`src/rtl/usb_tx_pkg.sv`:
```
// usb_tx_pkg: packet codes, state/owner enums and handshake code mapping for usb_tx_sched
package usb_tx_pkg;
  localparam logic [2:0] TX_NONE  = 3'd0;
  localparam logic [2:0] TX_DATA0 = 3'd1;
  localparam logic [2:0] TX_ACK   = 3'd2;
  localparam logic [2:0] TX_NAK   = 3'd3;
  localparam logic [2:0] TX_STALL = 3'd4;

  typedef enum logic [1:0] {IDLE, ISSUE, ACTIVE, GAP} state_t;
  typedef enum logic {HS, DATA} owner_t;

  // 1=ACK, 2=NAK, 3=STALL; 0 is illegal and maps to no packet
  function automatic logic [2:0] hs_to_tx(input logic [1:0] code);
    return code == 2'd1 ? TX_ACK : code == 2'd2 ? TX_NAK : code == 2'd3 ? TX_STALL : TX_NONE;
  endfunction
endpackage

```
`src/rtl/tx_sched_timer.sv`:
```
// tx_sched_timer: 8-bit saturating clear/enable up-counter with a match flag
module tx_sched_timer (
  input  logic       clk,
  input  logic       n_rst,
  input  logic       clr,
  input  logic       en,
  input  logic [7:0] limit,
  output logic       match
);
  logic [7:0] cnt;

  assign match = cnt == limit;

  // Clear has priority; counting stops at all-ones
  always_ff @(posedge clk or negedge n_rst)
    if (!n_rst) cnt <= '0;
    else if (clr) cnt <= '0;
    else if (en && cnt != 8'hff) cnt <= cnt + 8'd1;
endmodule

```
`src/rtl/usb_tx_sched.sv`:
```
// usb_tx_sched: fixed-priority handshake/data packet scheduler for the USB 1.1 transmitter
module usb_tx_sched
  import usb_tx_pkg::*;
#(
  parameter int IPG_CLKS      = 16,
  parameter int START_TIMEOUT = 64
) (
  input  logic       clk,
  input  logic       n_rst,
  input  logic       hs_req,
  input  logic [1:0] hs_code,
  output logic       hs_gnt,
  output logic       hs_done,
  input  logic       data_req,
  output logic       data_gnt,
  output logic       data_done,
  output logic       done_err,
  input  logic [6:0] buffer_occupancy,
  input  logic       tx_transfer_active,
  input  logic       tx_error,
  output logic [2:0] tx_packet,
  output logic       busy
);
  if (IPG_CLKS < 1 || IPG_CLKS > 255) begin : g_bad_ipg
    $error("IPG_CLKS out of range 1..255");
  end
  if (START_TIMEOUT < 1 || START_TIMEOUT > 255) begin : g_bad_to
    $error("START_TIMEOUT out of range 1..255");
  end

  state_t     state;
  owner_t     owner;
  logic [2:0] code_q;
  logic       fail_q;
  logic       active_q;
  logic       fall;
  logic       tim_clr;
  logic       tim_en;
  logic       tim_match;
  logic [7:0] tim_limit;
  logic       fire;
  logic       fire_err;

  assign busy = state != IDLE;
  assign fall = active_q && !tx_transfer_active;

  // One shared timer: held at zero outside ISSUE/GAP so both phases start from 0
  always_comb begin
    tim_limit = state == GAP ? 8'(IPG_CLKS - 1) : 8'(START_TIMEOUT - 1);
    tim_en    = state == ISSUE || state == GAP;
    tim_clr   = state == IDLE || state == ACTIVE || (state == ISSUE && (tx_transfer_active || tim_match));
    fire      = (state == ISSUE && !tx_transfer_active && tim_match) || (state == ACTIVE && fall) || (state == GAP && fail_q);
    fire_err  = state == ACTIVE ? tx_error : 1'b1;
  end

  tx_sched_timer u_timer (
    .clk   (clk),
    .n_rst (n_rst),
    .clr   (tim_clr),
    .en    (tim_en),
    .limit (tim_limit),
    .match (tim_match)
  );

  // Scheduler FSM with registered grant/done/packet outputs
  always_ff @(posedge clk or negedge n_rst)
    if (!n_rst) begin
      state     <= IDLE;
      owner     <= HS;
      code_q    <= TX_NONE;
      fail_q    <= 1'b0;
      active_q  <= 1'b0;
      tx_packet <= TX_NONE;
      hs_gnt    <= 1'b0;
      data_gnt  <= 1'b0;
      hs_done   <= 1'b0;
      data_done <= 1'b0;
      done_err  <= 1'b0;
    end else begin
      active_q  <= tx_transfer_active;
      hs_gnt    <= 1'b0;
      data_gnt  <= 1'b0;
      hs_done   <= fire && owner == HS;
      data_done <= fire && owner == DATA;
      done_err  <= fire && fire_err;
      case (state)
        IDLE:
          if (hs_req) begin
            hs_gnt    <= 1'b1;
            owner     <= HS;
            code_q    <= hs_to_tx(hs_code);
            tx_packet <= hs_to_tx(hs_code);
            fail_q    <= hs_code == 2'd0;
            state     <= hs_code == 2'd0 ? GAP : ISSUE;
          end else if (data_req) begin
            data_gnt  <= 1'b1;
            owner     <= DATA;
            code_q    <= buffer_occupancy == '0 ? TX_NONE : TX_DATA0;
            tx_packet <= buffer_occupancy == '0 ? TX_NONE : TX_DATA0;
            fail_q    <= buffer_occupancy == '0;
            state     <= buffer_occupancy == '0 ? GAP : ISSUE;
          end
        ISSUE: begin
          tx_packet <= tx_transfer_active || tim_match ? TX_NONE : code_q;
          if (tx_transfer_active) state <= ACTIVE;
          else if (tim_match) state <= GAP;
        end
        ACTIVE:
          if (fall) state <= GAP;
        GAP: begin
          fail_q <= 1'b0;
          if (tim_match) state <= IDLE;
        end
        default: state <= IDLE;
      endcase
    end
endmodule

```
`config.mk`:
```
export PLATFORM = sky130hd
export DESIGN_NAME = usb_tx_sched
export DESIGN_NICKNAME = d
export VERILOG_FILES = /design/src/rtl/usb_tx_pkg.sv /design/src/rtl/tx_sched_timer.sv /design/src/rtl/usb_tx_sched.sv
export SDC_FILE = /design/constraint.sdc
export NUM_CORES = 1
export LEC_CHECK = 0
export BUFFER_PORTS_ARGS = -buffer_cell sky130_fd_sc_hd__buf_2
export CAP_MARGIN = 20
export CORE_UTILIZATION = 30
export CTS_CLUSTER_SIZE = 14
export DETAILED_ROUTE_END_ITERATION = 12
export PLACE_DENSITY_LB_ADDON = 0.3
export SYNTH_ARGS = -nofsm -noshare
export SYNTH_HDL_FRONTEND = slang
export SYNTH_HIERARCHICAL = 1
export SYNTH_SLANG_ARGS = --single-unit
```
`constraint.sdc`:
```
create_clock -name clk -period 2.1 [get_ports clk]
set_input_delay 0.21 -clock clk [delete_from_list [all_inputs] [get_ports clk]]
set_output_delay 0.21 -clock clk [all_outputs]
set_load 0.05 [all_outputs]
```
==> flow_summary_export.csv <==
group,metric,value,unit
setup_path,reg2reg_to,"state[1]",
hold_path,hold_end,"active_q",
yosys,synth_seq_cells,24,
global_routing,grt-ovfl-total,0,
setup_path,crit_slowest_cell,"dfrtp_1",
global_routing,antenna_found_initial,0,
yosys,synth_seq_area_share,40.96,%
yosys,synthArstFlopShare,100.0,%
pwr,p_per_area,1202,nW/µm²
final_layout,final_nets,204,
drt,dr.pass1.iters,4,
pwr,power_frac_comb,49.3,%
pwr,netSwitchingFraction,41.65,%
setup_path,end_kind,"register",
setup_path,critPathMaxFanout,4,
flow_run,cap_violations,0,
floorplan,core_area,4723,µm²
final_layout,drive_above_1_share,28.89,%
pwr,leakagePower,0.0008427,µW
pwr,ir_drop,0.3191,mV
cts,cts_buffers,3,
hold_path,holdCritPathClass,"in2reg",
cts,cts_sinks,24,
final_layout,stdcell_area,1792,µm²
yosys,synth.top_cells.by_area,"dfrtp_1 41%, ha_1 6.8%, xnor2_1 4.8%",
yosys,synth_ff_type,"dfrtp_1",
cts,clockBufferDepth,2,
sta,tightest_slew,0.5543,ns
drt,drc_errors,0,
yosys,avgSynthCellArea,10.11,µm²
final_layout,diodes,0,
final_layout,nFillCells,460,
drt,vias,1125,
sta,tns,0,ns
setup_path,arrival,2.16,ns
final_layout,area_growth,22.18,%
floorplan,fp-row-count,25,
placement,dp_hpwl,2257,µm
yosys,synth_edf_count,0,
yosys,synth_cell_types,42,
cts,htree_levels,1,
yosys,syn_area,1466,µm²
setup_path,ff2ff_setup_slack,0.11,ns
pwr,p_seq_share,31.4,%
global_routing,grt_first_pass_wirelength,5009,µm
setup_path,r2r_cells,10,
setup_path,crit_path_max_incr_delay,0.42,ns
global_routing,first_global_vias,1063,
floorplan,start_util,31.05,%
setup_path,crit_path_start,"state[0]",
drt,wirelength,3070,µm
drt,ant_nets,0,
sta,fmax,0.5033,GHz
sta,slew_headroom,63.05,%
floorplan,pin_count,24,
floorplan,die_y,71.92,µm
pwr,finalPower,2154,µW
cts,insertion_delay,0.27,ns
cts,clk_pin_slew,0.09,ns
setup_path,cp.required,2.27,ns
outcome,outcome,"finished clean",
yosys,yosys.area.top_type_share,40.96,%
cts,tritoncts,"yes",
yosys,synth.top_cells.by_count,"24 x dfrtp_1, 14 x nor2_1, 10 x inv_1",
sta,fin_crit,1.987,ns
yosys,yosysTopAreaCell,"dfrtp_1",
floorplan,dieArea,5172,µm²
setup_path,worstPathCellList,"ha_1 -> inv_2 -> xnor2_1 -> nand4_1 -> nor2_1 -> buf_4 -> nor3b_4 -> a21oi_1 -> nand3_1 -> mux2_2",
hold_path,hold_depth,1,
placement,dp_worst_setup_slack,0.04207,ns
yosys,synth_most_common_cell,"dfrtp_1",
sta,slew_violations,0,
pwr,p_int,1257,µW
global_routing,grt_max_degree,25,
sta,setup_violations,0,
hold_path,min_from,"tx_transfer_active",
placement,portBuffers,23,
pwr,clockPowerShare,19.4,%
global_routing,grtUsageTotal,12.24,%
floorplan,die_w,71.92,µm
setup_path,startpoint_type,"register",
drt,viasPerCell,4.555,
setup_path,path_class,"reg2reg",
sta,finClkSkew,0.002568,ns
setup_path,r2r-start,"state[0]",
cts,root_buffer,"clkbuf_8",
placement,gp_congestion,0.7535,
sta,holdWs,0.1257,ns
placement,placedInstanceArea,1702,µm²
sta,worst_slack,0.1130,ns
yosys,syn_inst,145,
drt,avgRoutedWirePerCell,12.43,µm
drt,drt_iter0_markers,49,
yosys,synth_warnings,6,
sta,hold_viol,0,
sta,fin_crit_sh,94.62,%
sta,rsz0062_at_grt,"no",
pwr,switchingPower,896.8,µW
[stage by stage]
stage,instances,util (%)
after floorplan,149,-
after global placement,242,36.03
final,247,37.93
after detailed placement,242,36.03
after global routing,247,37.93
after CTS,247,37.75
[flip-flops by register name (all words and copies together) (netlist names)]
signal	count
data_gnt	1
active_q	1
hs_done	1
data_done	1
u_timer/cnt	8
state	2
hs_gnt	1
owner	1
code_q	3
done_err	1
tx_packet	3
fail_q	1
[cells in the final DEF, fill, tap and decap left out, types with 6 or more instances in the layout]
cell type / count
dfrtp_1: 24
ha_1: 8
nand2_1: 6
buf_2: 23
nor2_1: 14
a21oi_1: 7
conb_1: 6
inv_1: 9
xnor2_1: 8
buf_4: 7
[power by group through the flow]
stage               sequential, µW  clock, µW  combinational [µW]
detailed placement             681          0                1050
floorplan                      817          0                 658
finish                         675        417                1060
CTS                            675        433                1050
global placement               680          0                1040
global route                   692        447                1160
[routing by layer]
metal	global-route usage [%]	vias to the layer above	part of all wire, %
li1	-	574	-
met1	17.67	522	50
met3	1.806	4	2.4
met2	18.24	25	46
met4	5.229	0	1.4
met5	0	-	0
[worst max-delay path: cells and delay by family, from the launching register on]
family / cells / cell delay, ns
muxes: 1 / 0.34
buffers and inverters: 2 / 0.22
xor gates and xnor gates: 1 / 0.07
adders and majority gates: 1 / 0.23
DFF: 1 / 0.42
AOI/OAI and AO/OA: 1 / 0.09
and+or+nand+nor: 4 / 0.52
[area by class of cell]
| type | count | area, µm² | share of cell area, % |
|---|---|---|---|
| tap | 67 | 83.83 | 4.679 |
| clock inverter | 1 | 30.03 | 1.676 |
| timing repair buffer | 31 | 177.7 | 9.916 |
| clock buffer | 3 | 41.29 | 2.304 |
| multi-input combinational | 111 | 820.8 | 45.81 |
| sequential | 24 | 600.6 | 33.52 |
| inverter | 10 | 37.54 | 2.095 |
[timing repair]
item	4_1_cts	5_1_grt
endpoints found under the setup margin	0	5
resized for setup	0	3
hold endpoints to repair	24	0
hold buffers	1	0
buffers inserted	0	0
[worst max path at each step]
| stage | endpoint | slack [ns] | cells after the start |
|---|---|---|---|
| floorplan | u_timer/cnt[0] | 0.02 | 10 |
| global placement | state[1] | 0.08 | 10 |
| detailed placement | state[1] | 0.04 | 10 |
| CTS | state[1] | 0.02 | 10 |
| global route | state[1] | 0.006 | 10 |
| finish | state[1] | 0.11 | 10 |
[cell families after synthesis]
group | synth area share, %
compound gates | 15.87
xor+xnor | 4.778
fa+ha+maj | 6.826
buf+inv | 4.692
flops | 40.96
mux | 7.765
other cells | 0.5121
simple gates | 18.60
No activity file was read; power rests on OpenSTA's default activity.
